<file path="config.mk">
export PLATFORM = sky130hd
export DESIGN_NAME = vector_sequencer
export DESIGN_NICKNAME = d
export VERILOG_FILES = /design/src/rtl/vector_seq_pkg.sv /design/src/rtl/vector_seq_delay.sv /design/src/rtl/vector_sequencer.sv
export SDC_FILE = /design/constraint.sdc
export NUM_CORES = 1
export LEC_CHECK = 0
export BUFFER_PORTS_ARGS = -buffer_cell sky130_fd_sc_hd__buf_2
export CAP_MARGIN = 25
export CORE_MARGIN = 2
export CORE_UTILIZATION = 66
export DETAILED_ROUTE_END_ITERATION = 10
export HOLD_SLACK_MARGIN = 0.1
export PLACE_DENSITY = 0.84
export SETUP_SLACK_MARGIN = 0.4
export SYNTH_ARGS = -nofsm -noshare
export SYNTH_HDL_FRONTEND = slang
export SYNTH_SLANG_ARGS = --single-unit
</file>
<file path="constraint.sdc">
create_clock -name clk -period 27.1 [get_ports clk]
set_input_delay 1.355 -clock clk [delete_from_list [all_inputs] [get_ports clk]]
set_output_delay 1.355 -clock clk [all_outputs]
set_load 0.01 [all_outputs]
</file>
<file path="src/rtl/vector_seq_pkg.sv">
// Shared types and sizing helpers for the vector sequencer and its compare delay line.
// No logic; the compare-pipe entry is declared in the top because its field widths follow that module's parameters.
package vector_seq_pkg;

    typedef enum logic [1:0] {
        S_IDLE,
        S_RUN,
        S_DRAIN,
        S_DONE
    } seq_state_e;

    // Width needed to hold a count 0..depth inclusive.
    function automatic int calc_iw(input int depth);
        return $clog2(depth + 1);
    endfunction

    function automatic int addr_w(input int depth);
        return (depth > 1) ? $clog2(depth) : 1;
    endfunction

endpackage

</file>
<file path="src/rtl/vector_seq_delay.sv">
// LATENCY-stage shift register for compare-pipe entries, cleared synchronously by rst.
// Latency LATENCY cycles (wire-through at 0); no backpressure, shifts every cycle.
module vector_seq_delay #(
    parameter int W       = 1,
    parameter int LATENCY = 1
) (
    input  logic         clk,
    input  logic         rst,
    input  logic [W-1:0] d,
    output logic [W-1:0] q
);

    generate
        if (LATENCY == 0) begin : g_wire
            logic unused_clk_rst;
            assign unused_clk_rst = clk | rst;
            assign q = d;
        end else begin : g_pipe
            logic [W-1:0] sr [LATENCY];

            always_ff @(posedge clk) begin
                if (rst) begin
                    for (int k = 0; k < LATENCY; k++) sr[k] <= '0;
                end else begin
                    sr[0] <= d;
                    for (int k = 1; k < LATENCY; k++) sr[k] <= sr[k-1];
                end
            end

            assign q = sr[LATENCY-1];
        end
    endgenerate

endmodule

</file>
<file path="src/rtl/vector_sequencer.sv">
// Replays a loaded (a, b, exp) table onto a DUT, one vector per cycle, and checks x after LATENCY cycles.
// start-to-done latency num+LATENCY+1 cycles; no backpressure, loads and start are ignored while a run is active.
module vector_sequencer #(
    parameter  int WIDTH   = 32,
    parameter  int DEPTH   = 16,
    parameter  int LATENCY = 1,
    localparam int IW      = vector_seq_pkg::calc_iw(DEPTH),
    localparam int AW      = vector_seq_pkg::addr_w(DEPTH)
) (
    input  logic             clk,
    input  logic             rst,
    input  logic             load_en,
    input  logic [AW-1:0]    load_addr,
    input  logic [WIDTH-1:0] load_a,
    input  logic [WIDTH-1:0] load_b,
    input  logic [WIDTH-1:0] load_exp,
    input  logic [IW-1:0]    num_vec,
    input  logic             start,
    output logic [WIDTH-1:0] a,
    output logic [WIDTH-1:0] b,
    input  logic [WIDTH-1:0] x,
    output logic             busy,
    output logic             done,
    output logic             pass,
    output logic [IW-1:0]    err_count,
    output logic [IW-1:0]    first_err,
    output logic [31:0]      cyc
);

    import vector_seq_pkg::*;

    typedef struct packed {
        logic             valid;
        logic [IW-1:0]    idx;
        logic [WIDTH-1:0] exp;
    } pipe_t;

    logic [WIDTH-1:0] tab_a   [DEPTH];
    logic [WIDTH-1:0] tab_b   [DEPTH];
    logic [WIDTH-1:0] tab_exp [DEPTH];

    seq_state_e    state;
    logic [IW-1:0] n;
    logic [IW-1:0] i;
    pipe_t         issue_ent;
    pipe_t         cmp_ent;
    logic          idle_like;
    logic          start_ok;
    logic          mismatch;
    logic          last_cmp;
    logic [IW-1:0] err_nxt;
    logic [IW-1:0] n_clip;

    assign idle_like = (state == S_IDLE) || (state == S_DONE);
    assign start_ok  = idle_like && start && !load_en;
    assign mismatch  = cmp_ent.valid && (x != cmp_ent.exp);
    assign last_cmp  = cmp_ent.valid && (cmp_ent.idx == n - IW'(1));
    assign err_nxt   = err_count + IW'(mismatch);
    assign n_clip    = (num_vec > IW'(DEPTH)) ? IW'(DEPTH) : num_vec;

    // Table storage is deliberately left out of reset.
    always_ff @(posedge clk) begin
        if (load_en && idle_like) begin
            tab_a[load_addr]   <= load_a;
            tab_b[load_addr]   <= load_b;
            tab_exp[load_addr] <= load_exp;
        end
    end

    // Entry leaves the issue register in step with a/b, then waits out the DUT latency.
    vector_seq_delay #(
        .W       ($bits(pipe_t)),
        .LATENCY (LATENCY)
    ) u_delay (
        .clk (clk),
        .rst (rst),
        .d   (issue_ent),
        .q   (cmp_ent)
    );

    always_ff @(posedge clk) begin
        if (rst) begin
            state     <= S_IDLE;
            n         <= '0;
            i         <= '0;
            a         <= '0;
            b         <= '0;
            issue_ent <= '0;
            busy      <= 1'b0;
            done      <= 1'b0;
            pass      <= 1'b0;
            err_count <= '0;
            first_err <= IW'(DEPTH);
            cyc       <= '0;
        end else begin
            a         <= '0;
            b         <= '0;
            issue_ent <= '0;
            busy      <= (state == S_RUN && n != '0) || (state == S_DRAIN && !last_cmp);
            if (busy) cyc <= cyc + 32'd1;
            if (mismatch) begin
                err_count <= err_nxt;
                if (err_count == '0) first_err <= cmp_ent.idx;
            end

            case (state)
                S_IDLE, S_DONE: begin
                    if (start_ok) begin
                        n         <= n_clip;
                        i         <= '0;
                        err_count <= '0;
                        first_err <= IW'(DEPTH);
                        cyc       <= '0;
                        done      <= 1'b0;
                        pass      <= 1'b0;
                        state     <= S_RUN;
                    end
                end
                S_RUN: begin
                    if (n == '0) begin
                        state <= S_DONE;
                        done  <= 1'b1;
                        pass  <= 1'b1;
                    end else begin
                        a         <= tab_a[i[AW-1:0]];
                        b         <= tab_b[i[AW-1:0]];
                        issue_ent <= '{valid: 1'b1, idx: i, exp: tab_exp[i[AW-1:0]]};
                        i         <= i + IW'(1);
                        if (i == n - IW'(1)) state <= S_DRAIN;
                    end
                end
                S_DRAIN: begin
                    if (last_cmp) begin
                        state <= S_DONE;
                        done  <= 1'b1;
                        pass  <= (err_nxt == '0);
                    end
                end
                default: state <= S_IDLE;
            endcase
        end
    end

endmodule
</file>
==> flow_metrics.py <==
metrics = {
    "cts": {
        "worstSkewPairLatency_ps": 800,
        "cts_hold_buf": 0,
        "cts-root-buf": "clkbuf_16",
        "cts_tree": "built",
        "ctsResizeCount": 0,
        "path_clk_slew_ps": 60,
        "clock_path_buffers": 3,
        "cts_sinks": 1737,
        "post_cts_buffers": 0,
        "h-tree-depth": 4,
        "numCtsBuffers": 165,
    },
    "worst_setup_path": {
        "rrSetupSlack_ps": 22720,
        "end_kind": "flop",
        "path_class": "flop to flop",
        "cp_cell_sequence": "inv_1 > ha_1 > nand2_1 > nor2_1 > nand2_1 > nor2_4 > buf_4 > buf_4",
        "crit_path_max_fanout": 40,
        "path_buf_inv": 3,
        "path_delay_family": "buffers and inverters",
        "critPathSlowestCell": "nor2_4",
        "critPathRequiredTime_ps": 27490,
        "crit_path_start_kind": "flop",
        "worstPathArrival_ps": 4780,
        "worst_path_largest_cell_delay_ps": 840,
    },
    "yosys": {
        "yosysSeqAreaShare_pct": 77.7,
        "yosysTopAreaCellShare_pct": 71.5,
        "syn_area_per_cell_sq_um": 22.9,
        "synth_edf_count": 1536,
        "synth_top_area_cell": "edfxtp_1",
        "syn_nets": 2969,
        "ys_types": 46,
        "ys_ff_latch": 1737,
        "synthCells": 2821,
        "synth_flop_cell": "edfxtp_1",
        "ys_async_sr_fraction_pct": 0,
        "synthTopCellsByArea": "edfxtp_1, mux4_2, dfxtp_1, and2_1, xnor2_1",
        "synth_area_sq_um": 64500,
        "yosys_warnings": 0,
    },
    "finish": {
        "final_cell_area_sq_um": 73100,
        "areaGrowthSynthToFinish_pct": 13.3,
        "utilization_pct": 75.5,
        "drive_gt1_share_pct": 32.3,
        "nets": 3312,
        "mostFrequentLayoutCell": "edfxtp_1",
        "final_cell_mix": "edfxtp_1, mux4_2, buf_2",
    },
    "timing": {
        "fin_crit_ps": 4380,
        "fin_skew_ps": 34.5,
        "tightest_slew_ps": 1140,
        "clock.fmax_mhz": 228,
        "final-max-slew-violation-count": 0,
        "relSlewSlack_pct": 24.1,
        "finalSetupViolations": 0,
        "hold_viol": 0,
        "fin_crit_sh_pct": 16.2,
        "layout_setup_ws_ps": 22720,
        "rsz0062_at_grt": "no",
        "setup_tns_ps": 0,
    },
    "pwr": {
        "ir_drop_mv": 0.0703,
        "p_leak_nw": 23.1,
        "finalPower_mw": 5.98,
        "power_density_nw_per_um2": 81.8,
    },
    "floorplan": {
        "die_height_um": 317,
        "core.rowCount": 114,
        "num_io_pins": 250,
        "coreArea_sq_um": 96900,
        "chipWidth_um": 317,
        "initial_core_util_pct": 66.6,
        "dieArea_sq_um": 100000,
    },
    "grt": {
        "grt_pass1_wl_mm": 238,
        "grt_overflow_total": 0,
        "antenna_found_initial": 25,
        "grt_pass1_vias": 33600,
        "gr-usage-all-layers_pct": 34.0,
        "grt_max_degree": 121,
    },
    "route": {
        "routed_wirelength_mm": 169,
        "drc": 1,
        "antenna_left": 0,
        "dr.pass1.iters": 11,
        "vias_per_cell": 7.14,
        "vias": 32800,
        "wl_per_cell_um": 36.8,
        "dr.first_iter.drc_count": 5544,
    },
    "run_status": {
        "violations": "DRC",
        "outcome": "finished, violations left",
    },
    "placement": {
        "dp_hpwl_mm": 77.3,
        "place_area_sq_um": 67300,
        "pre_cts_ws_ps": 22450,
        "port_buffers": 249,
        "gp_congestion": 0.825,
    },
    "worst_hold_path": {
        "hold_path.class": "flop to flop",
    },
    "run": {
        "max-cap-violations": 0,
    },
}
[power breakdown]
group / internal, mW / switching, mW / total (mW)
Clock: 1.38 / 1.03 / 2.40
Sequential: 2.99 / 0.0533 / 3.04
Combinational: 0.259 / 0.274 / 0.534
[per-layer routing]
layer / share of wire (%) / GRT usage [%] / wire [um]
met2: 51 / 56.7 / 86800
met3: 11 / 7.93 / 18100
met5: 0.14 / 0 / 230
met4: 4.0 / 14.6 / 6780
met1: 34 / 43.8 / 57200
[synthesized netlist by cell type (all sizes together), types with 16 or more instances]
library cell / instances
nor2b: 40
nor2: 66
xnor2: 57
nand4: 25
edfxtp: 1536
buf: 62
and2: 102
inv: 16
nand2: 27
dfxtp: 201
clkbuf: 74
mux4: 480
[cell type report]
type,count,area (sq um)
flip-flops and latches,1737,50200
inverters,16,60.1
clock inverters,79,935
repair buffers,312,1910
well taps,1276,1600
multi-input cells,932,13800
diodes,15,37.5
fillers,4628,23700
clock buffers,229,4640
[final timing paths]
kind / to / cells after the start / start
worst max-delay path: tab_exp[7][24] / 8 / state[0]
worst min-delay path: u_delay.g_pipe.sr[0][19] / 1 / issue_ent[19]
worst max register to register: tab_exp[7][24] / 8 / state[0]
worst min register to register: u_delay.g_pipe.sr[0][19] / 1 / issue_ent[19]
[sequential cells by signal, indices dropped and copies added, names as in the netlist, named ones only]
register,cells
tab_a,512
tab_b,512
tab_exp,512
issue_ent,38
u_delay.g_pipe.sr,38
a,32
b,32
cyc,32
err_count,5
first_err,5
i,5
n,5
state,2
busy,1
done,1
pass,1
[cells by family after synthesis]
kind of cell,count (synthesis),share of synthesized area (%)
simple gates,321,2.74
compound gates,47,0.462
xor+xnor,71,0.964
flops,1737,77.7
mux,486,16.9
fa+ha+maj,7,0.136
buf+inv,152,1.12
[through the flow]
step                      instances  hold WS (ps)
final                          4596           446
after detailed placement       4266           422
after floorplan                2821           414
after global placement         4263           420
after global routing           4590           458
after CTS                      4574           445
No activity file was read; power rests on OpenSTA's default activity.
